[src/rtl/spi_slave_dev.sv]
// SPI mode-0 byte slave with READ_ID / READ / WRITE decoder, oversampled in the clk domain.
// Optional: define SPI_MISO_TRISTATE_EN to float miso while deselected or in reset.
module spi_slave_dev #(
  parameter logic [7:0] DEVICE_ID = 8'h5A,
  parameter logic [7:0] DATA_RST  = 8'h00
) (
  input  logic clk,
  input  logic _rst,
  input  logic sck,
  input  logic mosi,
  output logic miso,
  input  logic _cs
);

  localparam logic [7:0] OP_READ_ID = 8'h1D;
  localparam logic [7:0] OP_READ    = 8'hEA;
  localparam logic [7:0] OP_WRITE   = 8'hAD;

  typedef enum logic [2:0] {CMD, ID_OUT, RD_OUT, WR_IN, SKIP} state_t;

  state_t     state_reg, state_next;
  logic [2:0] cnt_reg, cnt_next;
  logic [7:0] rx_reg, rx_next;
  logic [7:0] tx_reg, tx_next;
  logic [7:0] data_reg, data_next;
  logic [1:0] sck_sync, mosi_sync, cs_sync;
  logic       sck_prev;
  logic       sck_rise, sck_fall, cs_high, mosi_s;
  logic [7:0] rx_byte;
  logic       miso_int;

  assign sck_rise = sck_sync[1] & ~sck_prev;
  assign sck_fall = ~sck_sync[1] & sck_prev;
  assign cs_high  = cs_sync[1];
  assign mosi_s   = mosi_sync[1];
  assign rx_byte  = {rx_reg[6:0], mosi_s};

  always_ff @(posedge clk) begin
    if (!_rst) begin
      sck_sync  <= 2'b00;
      mosi_sync <= 2'b00;
      cs_sync   <= 2'b11;
      sck_prev  <= 1'b0;
      state_reg <= CMD;
      cnt_reg   <= 3'd0;
      rx_reg    <= 8'h00;
      tx_reg    <= 8'h00;
      data_reg  <= DATA_RST;
    end else begin
      sck_sync  <= {sck_sync[0], sck};
      mosi_sync <= {mosi_sync[0], mosi};
      cs_sync   <= {cs_sync[0], _cs};
      sck_prev  <= sck_sync[1];
      state_reg <= state_next;
      cnt_reg   <= cnt_next;
      rx_reg    <= rx_next;
      tx_reg    <= tx_next;
      data_reg  <= data_next;
    end
  end

  always_comb begin
    state_next = state_reg;
    cnt_next   = cnt_reg;
    rx_next    = rx_reg;
    tx_next    = tx_reg;
    data_next  = data_reg;
    miso_int   = 1'b0;

    if (cs_high) begin
      state_next = CMD;
      cnt_next   = 3'd0;
      tx_next    = 8'h00;
    end else if (sck_rise) begin
      rx_next  = rx_byte;
      cnt_next = cnt_reg + 3'd1;
      if (cnt_reg == 3'd7) begin
        case (state_reg)
          CMD: begin
            case (rx_byte)
              OP_READ_ID: begin state_next = ID_OUT; tx_next = DEVICE_ID; end
              OP_READ:    begin state_next = RD_OUT; tx_next = data_reg;  end
              OP_WRITE:   begin state_next = WR_IN; end
              default:    begin state_next = SKIP;   tx_next = 8'h00;     end
            endcase
          end
          WR_IN: begin
            data_next  = rx_byte;
            state_next = CMD;
          end
          default: state_next = CMD;
        endcase
      end
    end else if (sck_fall && cnt_reg != 3'd0) begin
      // The fall right after a byte boundary keeps the freshly loaded MSB on miso.
      tx_next = {tx_reg[6:0], 1'b0};
    end

    if (state_reg == ID_OUT || state_reg == RD_OUT || state_reg == SKIP)
      miso_int = tx_reg[7];
  end

`ifdef SPI_MISO_TRISTATE_EN
  assign miso = (cs_high || !_rst) ? 1'bz : miso_int;
`else
  assign miso = miso_int;
`endif

endmodule

[config.mk]
export PLATFORM = sky130hd
export DESIGN_NAME = spi_slave_dev
export DESIGN_NICKNAME = d
export VERILOG_FILES = /design/src/rtl/spi_slave_dev.sv
export SDC_FILE = /design/constraint.sdc
export NUM_CORES = 1
export LEC_CHECK = 0
export BUFFER_PORTS_ARGS = -buffer_cell sky130_fd_sc_hd__buf_2
export CORE_MARGIN = 1.5
export CORE_UTILIZATION = 39
export CTS_CLUSTER_SIZE = 12
export DETAILED_ROUTE_END_ITERATION = 12
export PLACE_DENSITY_LB_ADDON = 0.05
export SLEW_MARGIN = 20
export SYNTH_ARGS = -nofsm -noshare
export SYNTH_HDL_FRONTEND = slang
export SYNTH_SLANG_ARGS = --single-unit
export TNS_END_PERCENT = 20
[constraint.sdc]
create_clock -name clk -period 2.1 [get_ports clk]
set_clock_uncertainty 0.1 [all_clocks]
set_input_delay 0.21 -clock clk [delete_from_list [all_inputs] [get_ports clk]]
set_output_delay 0.21 -clock clk [all_outputs]
set_load 0.01 [all_outputs]
==> results of run 1 <==
[area by class of cell]
type                            count  area, sq um  area share
Inverter                            3         11.3     0.00619
Multi-Input combinational cell    129          870       0.478
Timing Repair Buffer                9         57.6      0.0317
Tap cell                           50         62.6      0.0344
Sequential cell                    36          721       0.396
Clock buffer                        7         96.3      0.0530
[cells by family after synthesis]
kind of cell    after synthesis  share of synthesized area
flops                        36                      0.438
mux                           9                     0.0548
xor+xnor                      2                     0.0106
fa+ha+maj                     3                     0.0228
compound gates               45                      0.183
simple gates                 70                      0.258
buf+inv                      13                     0.0335
[final timing paths]
kind | cells past startpoint | to
hold reg to reg | 1 | cs_sync[1]
setup / recovery | 6 | tx_reg[1]
setup reg to reg | 6 | tx_reg[1]
hold / removal | 2 | mosi_sync[0]
[through the flow]
stage	cell area, sq um	cells	power (mW)	hold slack (ps)	util
final	1820	234	1.26	31.9	0.451
after global routing	1820	234	1.32	23.5	0.451
after CTS	1820	234	1.28	22.0	0.451
after detailed placement	1710	226	0.746	299	0.425
after global placement	1710	226	0.745	296	0.425
after floorplan	1650	178	0.733	183	-
[critical path, stage by stage, from the launching register on]
cell and delay [ps]:
dfxtp_1 380, ha_1 170, ha_1 170, nand3b_1 210
o21ai_1 300, nand4_1 250, o22ai_1 230
[metal layers]
metal	track usage	vias up	share of wire
met1	0.217	588	0.50
met3	0.0493	4	0.029
met5	0	-	0
li1	-	653	-
met4	0.0700	0	0.013
met2	0.280	15	0.45
[repair_timing]
action,in CTS,in global routing
endpoints found under the hold margin,1,0
hold buffers,1,0
resized for setup,0,0
[cell usage in the layout (no fill, tap or decap), types with 2 or more instances in the layout]
cell type / instances
a311oi_1: 3
dfxtp_1: 36
and4_1: 2
nand2b_1: 5
a21boi_1: 7
mux2i_1: 9
o2bb2ai_1: 4
nand2_1: 25
ha_1: 3
buf_2: 5
nor2_1: 3
o21ai_1: 9
clkbuf_8: 7
inv_1: 3
nor2b_1: 11
o22ai_1: 4
buf_4: 3
nor3_4: 2
and2_1: 6
nand4_1: 6
a21oi_1: 7
nand3b_1: 2
o2111ai_1: 2
a31oi_1: 4
[power groups by stage]
stage | logic [mW] | clock network (mW) | registers, mW
floorplan | 0.0261 | 0 | 0.707
global placement | 0.0356 | 0 | 0.710
detailed placement | 0.0360 | 0 | 0.710
CTS | 0.0376 | 0.546 | 0.694
global route | 0.0417 | 0.579 | 0.694
finish | 0.0373 | 0.529 | 0.694
==> results.json, run 1 <==
{
  "status": "finished, final reports clean",
  "end_kind": "flop",
  "die_y_um": 68.0,
  "clock.fmax_ghz": 0.530,
  "power-per-cell-area_nw_per_um2": 693,
  "combinationalPowerShare": 0.030,
  "dp_slack_ps": 246,
  "cts_sinks": 36,
  "crit_fanout": 7,
  "area_delta_synth_final_pct": 10.5,
  "yosys.cell_types.count": 38,
  "syn_area_per_cell_sq_um": 9.24,
  "maxSlewHeadroom": 0.678,
  "hold_violations": 0,
  "antenna_found_initial": 0,
  "io_pins": 6,
  "routabilityCongestion": 0.773,
  "antenna_cells": 0,
  "wire_per_inst_um": 14.2,
  "finalWirelength_um": 3330,
  "drive_gt1_frac": 0.114,
  "vdd_drop_max_v": 0.000317,
  "grt_pass1_wl_um": 5890,
  "ys_ff_latch": 36,
  "clk_latency_ps": 290,
  "ant_nets": 0,
  "core_region_area_sq_um": 4030,
  "synth_edf_count": 0,
  "synth-main-ff-cell": "dfxtp_1",
  "intPower_mw": 0.998,
  "initial_core_util": 0.408,
  "place_hpwl_um": 2410,
  "drt_iter0_markers": 83,
  "path_clk_slew_ps": 70,
  "min_period_ps": 1890,
  "synth-async-reset-ratio": 0,
  "startpoint": "cnt_reg[0]",
  "setup_viol": 0,
  "cts_buffers": 5,
  "power_leakage_nw": 0.594,
  "arrival_ps": 2000,
  "io_buffers": 5,
  "synth_most_common_cell": "dfxtp_1",
  "min_from": "mosi",
  "maxSlewViolCount": 0,
  "grt_overflow": 0,
  "r2r_slack_ps": 210,
  "synth_common_cells": "dfxtp_1 (36), nand2_1 (25), nor2b_1 (11)",
  "power_frac_clock": 0.420,
  "synth.largest_area_cell": "dfxtp_1",
  "grt_pass1_vias": 1281,
  "cts-root-buf": "clkbuf_8",
  "die-area_sq_um": 4620,
  "fillers": 407,
  "worst_slack_ps": 213,
  "grt_max_degree": 21,
  "cp.required_ps": 2210,
  "ys_top_cells_by_area": "dfxtp_1 (44%), nand2_1 (5.7%), mux2i_1 (5.5%)",
  "r2r-start": "cnt_reg[0]",
  "netlist_area_sq_um": 1650,
  "max-cap-violations": 0,
  "via_per_inst": 5.38,
  "route.detailed.drc": 0,
  "grt.total_usage": 0.174,
  "vias": 1260,
  "syn_inst": 178,
  "die_w_um": 68.0,
  "path_class": "reg2reg",
  "seqPwrFrac": 0.551,
  "worstSetupStartpointType": "flop",
  "first_pass_iters": 4,
  "fin_crit_sh": 0.898,
  "syn_nets": 186,
  "worst_slew_pin_slew_ps": 481,
  "netlist.area_leader.share": 0.438,
  "switchingPower_mw": 0.262,
  "tns_ps": 0,
  "cts_tree": "yes",
  "postCtsSetupBuffers": 0,
  "fin_nets": 192,
  "rsz0062_at_grt": "false",
  "clk_path_buf_depth": 2,
  "htree_levels": 2,
  "hp-class": "in2reg",
  "ys_warn_count": 0,
  "ys_seq_area_frac": 0.438,
  "num_rows": 23,
  "switching_share": 0.208
}
Note: power is estimated with default switching activity, not from simulation.
==> run 2, diff against run 1 <==
- MAX_ROUTING_LAYER: not set -> met4
- TNS_END_PERCENT: 20 -> 30
==> results.json, run 2 (synthesized netlist as in run 1, its figures left out) <==
{
  "grt_pass1_wl_um": 5880,
  "maxSlewHeadroom": 0.678,
  "stdcell_count": 234,
  "io_pins": 6,
  "vdd_drop_max_v": 0.000317,
  "r2r_slack_ps": 210,
  "drt_iter0_markers": 105,
  "place_hpwl_um": 2410,
  "cts-root-buf": "clkbuf_8",
  "cpPeakStageDelay_ps": 380,
  "crit_fanout": 7,
  "slowest_stage": "dfxtp_1",
  "vias": 1263,
  "worst_slack_ps": 207,
  "layout_common_cells": "dfxtp_1 (36), nand2_1 (25), nor2b_1 (11)",
  "arrival_ps": 2000,
  "htree_levels": 2,
  "max-cap-violations": 0,
  "status": "finished, final reports clean",
  "worst_slew_pin_slew_ps": 482,
  "wire_per_inst_um": 14.2,
  "fin_crit_sh": 0.901,
  "end_kind": "flop",
  "first_pass_iters": 4,
  "crit_family": "compound AO/OA/AOI/OAI gates",
  "die-area_sq_um": 4620,
  "die_w_um": 68.0,
  "worstSetupStartpointType": "flop",
  "clock.fmax_ghz": 0.528,
  "fin_nets": 192,
  "path_class": "reg2reg",
  "path_cells": "ha_1, ha_1, nand3b_1, o21ai_1, nand4_1, o22ai_1",
  "area_delta_synth_final_pct": 10.5,
  "maxSlewViolCount": 0,
  "initial_core_util": 0.408,
  "dp_slack_ps": 246,
  "antenna_found_initial": 0,
  "route.detailed.drc": 0,
  "p_total_mw": 1.26,
  "tns_ps": 0,
  "die_y_um": 68.0,
  "cp.required_ps": 2210,
  "cts-resized-gates": 0,
  "rsz0062_at_grt": "false",
  "io_buffers": 5,
  "clk_latency_ps": 290,
  "grt_max_degree": 21,
  "r2r-end": "tx_reg[1]",
  "hp-class": "in2reg",
  "min_from": "mosi",
  "via_per_inst": 5.40,
  "clk_path_buf_depth": 2,
  "path_clk_slew_ps": 70,
  "whs_path_depth": 2,
  "path_buf_inv": 0,
  "min_period_ps": 1890,
  "cts_sinks": 36,
  "r2r-start": "cnt_reg[0]",
  "num_rows": 23,
  "holdPathEnd": "mosi_sync[0]",
  "crit_path_frequent_cell": "ha_1",
  "routabilityCongestion": 0.783,
  "cts_tree": "yes",
  "drive_gt1_frac": 0.114,
  "finalWirelength_um": 3330,
  "ant_nets": 0,
  "grt_overflow": 0,
  "setup_viol": 0,
  "hold_violations": 0,
  "power_leakage_nw": 0.594,
  "cts_buffers": 5,
  "fillers": 407,
  "core_region_area_sq_um": 4030,
  "power-per-cell-area_nw_per_um2": 693,
  "grt_pass1_vias": 1284,
  "antenna_cells": 0,
  "r2r_cells": 6,
  "cp.depth": 6,
  "final_common_cell": "dfxtp_1",
  "grt.total_usage": 0.179,
  "placed_cells": 226
}
-- run 2: how the worst max path moves through the flow --
stage,start,end,slack (ps)
final,cnt_reg[0],tx_reg[1],210
after floorplan,cnt_reg[0],state_reg[1],440
after global routing,cnt_reg[0],tx_reg[3],40
after detailed placement,cnt_reg[0],tx_reg[1],250
after global placement,cnt_reg[0],tx_reg[3],300
after CTS,cnt_reg[0],tx_reg[1],220
-- run 2: worst register-to-register path: stages, from the launching register on --
cell      delay (ps)
dfxtp_1          380
ha_1             170
ha_1             170
nand3b_1         210
o21ai_1          300
nand4_1          250
o22ai_1          230
-- run 2: timing repair --
action                                 4_1_cts  5_1_grt
hold buffers                                 1        0
buffers inserted                             0        0
endpoints found under the hold margin        1        0
-- run 2: metal layers --
metal / global-route usage / up-vias / share of wire
li1: - / 653 / -
met2: 0.280 / 19 / 0.45
met4: 0.0700 / 0 / 0.013
met1: 0.217 / 587 / 0.51
met3: 0.0493 / 4 / 0.032
met5: - / - / 0
-- run 2: layout make-up --
class / instances / area, sq um / share of cell area
repair buffers: 9 / 57.6 / 0.0317
clock buffers: 7 / 96.3 / 0.0530
well taps: 50 / 62.6 / 0.0344
multi-input cells: 129 / 870 / 0.478
inverters: 3 / 11.3 / 0.00619
flip-flops and latches: 36 / 721 / 0.396
-- run 2: power by group --
| part | switching, mW | internal, mW | total, mW | leakage, nW |
|---|---|---|---|---|
| registers | 0.00539 | 0.688 | 0.694 | 0.291 |
| logic | 0.0199 | 0.0174 | 0.0374 | 0.253 |
| clock network | 0.236 | 0.292 | 0.528 | 0.0503 |
| total | 0.261 | 0.998 | 1.26 | 0.594 |
-- run 2: metrics by stage --
stage               hold slack [ps]  utilization  area, sq um
global route                   23.6        0.451         1820
floorplan                       183            -         1650
CTS                            22.0        0.451         1820
global placement                296        0.425         1710
finish                         32.0        0.451         1820
detailed placement              299        0.425         1710
